### src/rtl/byte_unloader.sv
// byte_unloader: serves byte-wide reads from a 16-bit word memory.
// A one-word cache means sequential reads fetch each word only once.
//
// Handshakes:
//   rd_in   : single-cycle request, sampled with addr_in. Accepted only in
//             IDLE with en=1; a request seen while a fetch is outstanding is
//             dropped and flagged on err.
//   mem_req : raised with a stable mem_addr and held until mem_ack. mem_ack
//             is a one-cycle strobe carrying mem_data in the same cycle.
//             An ack seen while no request is outstanding is ignored.
//   dout_valid: one-cycle strobe; dout holds its value between strobes.
module byte_unloader #(
  parameter int ADDR_W     = 17,
  parameter int BYTE_ORDER = 0,
  parameter int TIMEOUT    = 15
) (
  input  logic              clk,
  input  logic              reset,
  input  logic              en,
  input  logic              rd_in,
  input  logic [ADDR_W-1:0] addr_in,
  output logic [7:0]        dout,
  output logic              dout_valid,
  output logic              busy,
  output logic              err,
  output logic              mem_req,
  output logic [ADDR_W-2:0] mem_addr,
  input  logic              mem_ack,
  input  logic [15:0]       mem_data,
  output logic              state_dbg
);

  typedef enum logic {
    S_IDLE  = 1'b0,
    S_FETCH = 1'b1
  } state_t;

  localparam logic       BO       = (BYTE_ORDER != 0);
  localparam logic [7:0] TMO_LAST = 8'(TIMEOUT - 1);

  state_t            state;
  state_t            state_d;
  logic [ADDR_W-2:0] cache_addr;
  logic [15:0]       cache_data;
  logic              cache_valid;
  logic [7:0]        cnt;
  logic              pend_sel;

  logic              req_sel;
  logic              hit;
  logic              start;
  logic              done;
  logic              tmo;
  logic              drop;

  // sel=0 picks the high byte, sel=1 the low byte.
  function automatic logic [7:0] pick(input logic [15:0] w, input logic s);
    return s ? w[7:0] : w[15:8];
  endfunction

  assign req_sel   = addr_in[0] ^ BO;
  assign state_dbg = (state == S_FETCH);

  // State register.
  always_ff @(posedge clk or posedge reset) begin
    if (reset) state <= S_IDLE;
    else       state <= state_d;
  end

  // Next state and per-cycle events; en low overrides everything.
  always_comb begin
    state_d = state;
    hit     = 1'b0;
    start   = 1'b0;
    done    = 1'b0;
    tmo     = 1'b0;
    drop    = 1'b0;
    if (!en) begin
      state_d = S_IDLE;
    end else begin
      case (state)
        S_IDLE: begin
          if (rd_in) begin
            if (cache_valid && cache_addr == addr_in[ADDR_W-1:1]) begin
              hit = 1'b1;
            end else begin
              start   = 1'b1;
              state_d = S_FETCH;
            end
          end
        end
        S_FETCH: begin
          drop = rd_in;
          // An ack on the timeout edge still completes normally.
          if (mem_ack) begin
            done    = 1'b1;
            state_d = S_IDLE;
          end else if (cnt == TMO_LAST) begin
            tmo     = 1'b1;
            state_d = S_IDLE;
          end
        end
        default: state_d = S_IDLE;
      endcase
    end
  end

  // Datapath: cache, memory request, output byte and status flags.
  always_ff @(posedge clk or posedge reset) begin
    if (reset) begin
      dout        <= 8'h00;
      dout_valid  <= 1'b0;
      busy        <= 1'b0;
      err         <= 1'b0;
      mem_req     <= 1'b0;
      mem_addr    <= '0;
      cache_addr  <= '0;
      cache_data  <= 16'h0000;
      cache_valid <= 1'b0;
      cnt         <= 8'd0;
      pend_sel    <= 1'b0;
    end else begin
      dout_valid <= 1'b0;
      if (!en) begin
        // Flush: abandon any fetch, forget the cache, clear the error.
        mem_req     <= 1'b0;
        busy        <= 1'b0;
        cache_valid <= 1'b0;
        cnt         <= 8'd0;
        err         <= 1'b0;
      end else begin
        if (hit) begin
          dout       <= pick(cache_data, req_sel);
          dout_valid <= 1'b1;
        end
        if (start) begin
          mem_addr <= addr_in[ADDR_W-1:1];
          mem_req  <= 1'b1;
          busy     <= 1'b1;
          cnt      <= 8'd0;
          pend_sel <= req_sel;
        end
        if (done) begin
          cache_data  <= mem_data;
          cache_addr  <= mem_addr;
          cache_valid <= 1'b1;
          dout        <= pick(mem_data, pend_sel);
          dout_valid  <= 1'b1;
          mem_req     <= 1'b0;
          busy        <= 1'b0;
        end else if (tmo) begin
          dout        <= 8'hFF;
          dout_valid  <= 1'b1;
          err         <= 1'b1;
          mem_req     <= 1'b0;
          busy        <= 1'b0;
          cache_valid <= 1'b0;
        end else if (state == S_FETCH) begin
          cnt <= cnt + 8'd1;
        end
        if (drop) err <= 1'b1;
      end
    end
  end

endmodule

### config.mk
export PLATFORM = sky130hd
export DESIGN_NAME = byte_unloader
export DESIGN_NICKNAME = d
export VERILOG_FILES = /design/src/rtl/byte_unloader.sv
export SDC_FILE = /design/constraint.sdc
export NUM_CORES = 1
export LEC_CHECK = 0
export CAP_MARGIN = 10
export CORE_ASPECT_RATIO = 0.75
export CORE_MARGIN = 10
export CORE_UTILIZATION = 40
export CTS_CLUSTER_SIZE = 10
export DETAILED_ROUTE_END_ITERATION = 7
export GPL_TIMING_DRIVEN = 0
export HOLD_SLACK_MARGIN = 0.1
export PLACE_DENSITY = 0.7
export SYNTH_ARGS = -nofsm -noshare
export SYNTH_HDL_FRONTEND = slang
export SYNTH_SLANG_ARGS = --single-unit
### constraint.sdc
create_clock -name clk -period 2.9 [get_ports clk]
set_input_delay 0.87 -clock clk [delete_from_list [all_inputs] [get_ports clk]]
set_output_delay 0.87 -clock clk [all_outputs]
set_load 0.005 [all_outputs]
==> results of run 1 <==
-- routing by layer --
layer | vias to the layer above | wire length [um]
li1 | 1339 | -
met1 | 1363 | 4100
met2 | 89 | 4140
met3 | 10 | 586
met4 | 0 | 107
met5 | - | 0
-- state kept, by name, indices dropped and copies added (netlist names), 8 cells and up --
| register | cells |
|---|---|
| mem_addr | 16 |
| dout | 8 |
| cnt | 8 |
| cache_addr | 16 |
| cache_data | 16 |
-- critical path, stage by stage --
cell             delay [ns]
clkdlybuf4s50_1        0.52
xnor2_1                0.13
nand3_1                0.15
nor3_4                 0.44
clkbuf_1               0.45
a41oi_1                0.24
o2bb2ai_1              0.18
-- placed cells by master, fill, tap and decap left out, drive strengths merged, types with 2 or more instances in the layout --
cell           instances
nand2                104
dfrtp                 70
clkdlybuf4s50         65
mux2                  22
clkbuf                22
xnor2                 14
nor2b                 10
nand4                  9
a21oi                  9
nor2                   8
a211oi                 8
o2bb2ai                8
buf                    8
nand3                  6
inv                    6
a31oi                  6
a41oi                  5
a311oi                 5
xor2                   4
nor3                   4
mux2i                  3
bufinv                 3
clkinv                 3
and3                   2
nor3b                  2
o21bai                 2
ha                     2
or4                    2
-- worst max-delay path by stage --
stage | from | to | slack (ns) | cells after the start
detailed placement | addr_in[12] | mem_addr[4] | -0.19 | 8
floorplan | reset | cache_addr[0] | 0.26 | 1
global route | addr_in[7] | dout[1] | 0.007 | 7
finish | addr_in[16] | dout[1] | 0.16 | 7
CTS | addr_in[12] | mem_addr[7] | 0.16 | 8
global placement | reset | dout[2] | -0.99 | 2
-- timing repair --
| item | CTS | global route |
|---|---|---|
| hold endpoints to repair | 0 | 0 |
| setup buffers | 0 | 0 |
| gates resized for setup | 0 | 2 |
| setup endpoints to repair | 0 | 1 |
-- cell type report --
class                      count  area share, %
tap                          108           2.96
buffer                        20           2.33
timing repair buffer          65           14.3
sequential                    70           38.4
clock inverter                 6           2.39
multi-input combinational    246           33.9
inverter                       6          0.548
clock buffer                  10           5.24
-- power breakdown --
part           total [mW]  switching (mW)  leakage [nW]  internal [mW]
Combinational       0.639           0.271         0.938          0.369
Clock                1.28           0.422         0.172          0.862
Sequential           1.32           0.138         0.876           1.18
-- cell families after synthesis --
kind of cell	after synthesis
muxes	25
and+or+nand+nor	152
AOI/OAI and AO/OA	49
xor gates and xnor gates	18
adders and majority gates	2
buffers and inverters	26
DFF	70
==> impl_results.md, run 1 <==
- Worst-case clock skew: 0.00428 ns
- Starting density of the core: between 40 and 50%
- Leak Pwr: 1.99 nW
- Combinational family with the most area after synthesis: simple AND/OR/NAND/NOR gates
- Total half-perimeter wirelength after legalization and detailed placement: around 6.3 mm
- Startpoint class of the critical path: primary input
- Length of the first detailed-routing pass in iterations: 5
- Buffer cell driving the clock tree root: clkbuf_16
- Relative area change from synthesis to final layout: 33.2%
- Total CTS buffers: 9
- Wire length of the first global-routing pass: 14.9 mm
- Top cells by count, synth: nand2_1 (104), dfrtp_1 (70), mux2_2 (14), xnor2_1 (14), clkbuf_1 (12)
- Data required time of the critical path: 3.16 ns
- Critical path peak fanout: 10
- Met1 track demand over resource: 18.7%
- HP Class: reg2reg
- Routing usage on met2: 22.1%
- Worst-case vdd ir drop: 0.000324 V
- Synth warnings: 0
- Portion of the post-synthesis area used by sequential elements: approximately half
- Count of buffers inserted at the top-level ports: 65
- Total routing resource utilization after global routing: ~14%
- Count of boundary I/O pins: 67
- Flip-flop and latch count after synthesis: 70
- Number of violations reported at the end of detailed-routing iteration 0: 182
- Final wirelength: 8.93 mm
- Cell count of the worst reg-to-reg path: 7
- Least setup slack across all paths after layout: 0.160 ns
- Post-layout nets: roughly 460
- Clock Tree Buf Depth: 2
- Share of layout cells above drive strength 1: 11.1%
- Routing usage on met3: between 4 and 5%
- Sum of internal, switching and leakage power: 3.24 mW
- Result of the run: finished clean
- Largest net degree at the start of global routing: between 70 and 80
- Max_cap viols: 0
- Multiplexer share of the synthesized area: 8.11%
- Number of standard-cell rows in the floorplan: 29
- Worst Path Arrival: 3.00 ns
- Final core occ: 54.2%
- Final setup fails: 0
- Number of nets produced by synthesis: between 300 and 400
- Synth Area in Compound Gates: about an eighth
- Clock Pin Slew Worst Setup and Hold Paths: 0.06 ns
- Die extent in y: approximately 100 um
- Transition time of the tightest slew-check pin: 0.857 ns
- Core area: about 8400 um^2
- Leading register cell type out of synthesis: dfrtp_1
- Die span in x: around 130 um
- Highest attainable clock frequency: 365 MHz
- Total power density per cell area: 711 nW/um^2
- Post-synth EDFFs: 0
- Routed via count: about 2.8k
- RSZ-0062 raised after global routing: no
- Number of global-route vias before repair: 2,924
- Share of synthesized flip-flops with an asynchronous set or reset: 100%
- Number of cells traversed by the worst hold path: 2
- Leading cell type by number of instances after synthesis: nand2_1
- Minimum clock period: 2.74 ns
- Fraction of post-synthesis cell area in the top cell type by area: 51.1%
- DP Area: 4210 um^2
- Worst reg2reg path endpoint: dout[4]
- TritonCTS clock tree: done
- Register area: between 1500 and 2000 um^2
- Avg Inst Size Synth: approximately 10 um^2
- CTS Hold Bufs: 0
- Post-route DRC violation count: 0
- Kind of end point of the critical path: flip-flop
- Simple-gate share of the synthesized area: 20.0%
- Non-filler instance count after layout: about 530
- Final hold viol count: 0
- Netlist cell types: 44
- Number of fill cells in the layout: 762
- Inst Count DP: just over 500
- Multi-input logic area: 1550 um^2
- Most crowded layer after global routing: met2
- Worst-Skew Late Latency: 0.33 ns
- Post-Synth Adder-Cell Area: 0.730%
- Area of the die: 12,700 um^2
- Hold path startpoint: cache_valid
- Final weighted congestion of routability-driven global placement: 0.870
- Final cycle utilization of the critical path: 94.5%
- Relative slew slack: approximately 43%
- Antenna violations before repair: 0
- Total standard cell area after synthesis: 3430 um^2
- H-tree levels: 3
- Final standard cell area without fillers: 4560 um^2
- Top post-synthesis cells by area: dfrtp_1 (51%), nand2_1 (11%), mux2_2 (4.6%)
- Top cell type by total area after synthesis: dfrtp_1
- Instance count of the mapped netlist: 342
- Antenna Violating Nets Remaining: 0
- Num Clock Sinks: 70
- Total congestion overflow after global routing: 0
- Final worst hold slack: 0.468 ns
- Worst Setup Path Type: in2reg
- Slack of the worst reg-to-reg path: 0.67 ns
- Wire per inst: 16.8 um
- Ant diodes: 0
- Post-placement setup slack: -0.186 ns
- Final TNS setup: 0 ns
- Via-to-Cell Ratio: 5.27
- Max-slew violation count: 0
- Endpoint with the worst hold slack: cache_valid
- Start of the worst register-to-register path: cnt[0]
- Fraction of synthesized cell area in xor and xnor cells: 4.60%
Power figures use the tool's default switching activity.
==> inputs of run 2 (changes only) <==
Settings changed: PLACE_DENSITY 0.7 to 0.73.
Clock period 2.9 ns to 2.5 ns, I/O delays scaled along.
==> run 2 against run 1 <==
Compared with the run above: combinational power is 18% higher; highest routed layer unchanged; clock skew increased by 0.0027 ns; total power grew 13%; non-clock buffer count up 4.
==> impl_results.md, run 2 (synthesis gave the netlist of run 1 again) <==
- Buffer cell driving the clock tree root: clkbuf_16
- Inst Count DP: 517
- Count of buffers inserted at the top-level ports: 65
- Number of violations reported at the end of detailed-routing iteration 0: 169
- Termination of the worst setup path: mem_addr[6]
- Worst Path Arrival: 2.61 ns
- Ant diodes: 0
- Result of the run: finished clean
- Largest net degree at the start of global routing: 26
- Starting density of the core: 40.7%
- Final setup fails: 0
- Length of the first detailed-routing pass in iterations: 4
- Relative area change from synthesis to final layout: 35.0%
- Worst Setup Path Type: in2reg
- Post-route DRC violation count: 0
- Antenna Violating Nets Remaining: 0
- Data required time of the critical path: 2.71 ns
- Relative slew slack: 58.4%
- Number of standard-cell rows in the floorplan: 29
- Via-to-Cell Ratio: 5.24
- HP Class: reg2reg
- Start of the worst register-to-register path: cnt[0]
- Worst-case clock skew: 0.00701 ns
- Clock Pin Slew Worst Setup and Hold Paths: 0.06 ns
- Wire length of the first global-routing pass: 15.2 mm
- Final worst hold slack: 0.473 ns
- Transition time of the tightest slew-check pin: 0.624 ns
- Final hold viol count: 0
- Final weighted congestion of routability-driven global placement: 0.868
- Final wirelength: 9.09 mm
- Largest registers ranked by flip-flop count: cache_addr: 16 flops, cache_data: 16 flops, mem_addr: 16 flops
- Non-filler instance count after layout: 535
- Kind of end point of the critical path: flip-flop
- Leak Pwr: 2.02 nW
- Startpoint class of the critical path: primary input
- Slack of the worst reg-to-reg path: 0.27 ns
- RSZ-0062 raised after global routing: no
- Num Clock Sinks: 70
- Die span in x: 127 um
- Die extent in y: 100 um
- Count of boundary I/O pins: 67
- Critical path peak fanout: 10
- Final cycle utilization of the critical path: 96.3%
- Share of layout cells above drive strength 1: 12.2%
- Total routing resource utilization after global routing: roughly 15%
- Routing usage on met2: 22.2%
- Number of fill cells in the layout: between 700 and 800
- Met1 track demand over resource: 19.8%
- Highest attainable clock frequency: 415 MHz
- Clock Tree Buf Depth: 2
- H-tree levels: 3
- Worst reg2reg path endpoint: dout[6]
- Routed via count: around 2.8k
- Total half-perimeter wirelength after legalization and detailed placement: 6.58 mm
- Top library cells by usage in the layout, fill and taps aside: nand2_1 (104), dfrtp_1 (70), clkdlybuf4s50_1 (64)
- Most common library cell in the layout ignoring fill and taps: nand2_1
- Final TNS setup: 0 ns
- Wire per inst: 17.0 um
- Post-layout nets: 462
- Launch point of the critical path: addr_in[12]
- Post-placement setup slack: -0.520 ns
- Area of the die: 12,700 um^2
- Number of global-route vias before repair: 2,814
- Max_cap viols: 0
- Worst-case vdd ir drop: 0.000411 V
- Total CTS buffers: 9
- Cell count of the worst reg-to-reg path: 7
- Routing usage on met3: about 4.5%
- Total congestion overflow after global routing: 0
- Minimum clock period: 2.41 ns
- Most crowded layer after global routing: met2
- Max-slew violation count: 0
- Worst-Skew Late Latency: 0.33 ns
- Least setup slack across all paths after layout: 0.0926 ns
- Total power density per cell area: just under 800 nW/um^2
- Core area: 8420 um^2
- TritonCTS clock tree: done
- Final standard cell area without fillers: ~4600 um^2
- DP Area: 4260 um^2
- Antenna violations before repair: 0
[run 2: cell types whose count changed in the layout (fill, tap and decap cells not counted), sizes merged]
cell / delta
buf: +5
bufinv: -1
clkbuf: -1
clkdlybuf4s50: -1
clkinvlp: +1
dlymetal6s2s: +1
[run 2: stage by stage]
stage / total power [mW] / utilization, %
global route: 3.86 / 54.9
CTS: 3.69 / 54.6
detailed placement: 2.31 / 50.6
finish: 3.67 / 54.9
floorplan: 1.92 / -
global placement: 2.28 / 50.1
[run 2: layout make-up]
cell class	count	area [um^2]	share of cell area, %
plain buffers	20	115	2.49
clock buffers	10	239	5.17
clock inverters	6	83.8	1.81
inverters	6	26.3	0.568
multi-input cells	246	1550	33.4
flip-flops and latches	70	1750	37.9
well taps	108	135	2.92
repair buffers	69	728	15.7
[run 2: worst min path at each step]
stage | endpoint | slack (ns) | depth (start not counted) | start
floorplan | cache_valid | 0.44 | 2 | cache_valid
global placement | cache_data[4] | 0.45 | 2 | cache_data[4]
detailed placement | cache_data[4] | 0.46 | 2 | cache_data[4]
CTS | cache_data[4] | 0.48 | 2 | cache_data[4]
global route | dout[0] | 0.50 | 1 | dout[0]
finish | cache_valid | 0.47 | 2 | cache_valid
[run 2: timing repair]
action                                  in CTS  in global routing
gates resized for setup                      2                  4
buffers inserted                             1                  1
pin swaps                                    1                  3
hold buffers                                 0                  0
endpoints found under the setup margin      18                 28
[run 2: worst max-delay path, stage by stage]
cell,delay [ns]
clkdlybuf4s50_1,0.43
xor2_1,0.17
nor4_1,0.29
and3_1,0.25
buf_6,0.16
a21oi_4,0.08
buf_6,0.16
mux2_1,0.32
[run 2: where the power goes]
group | switching, mW | internal (mW)
Sequential | 0.161 | 1.37
Combinational | 0.318 | 0.437
Clock | 0.485 | 0.898
[run 2: per-layer routing]
| layer | up-vias | routed length, um |
|---|---|---|
| met3 | 13 | 516 |
| met4 | 0 | 114 |
| met2 | 77 | 4100 |
| met1 | 1366 | 4350 |
| li1 | 1345 | - |
| met5 | - | 0 |
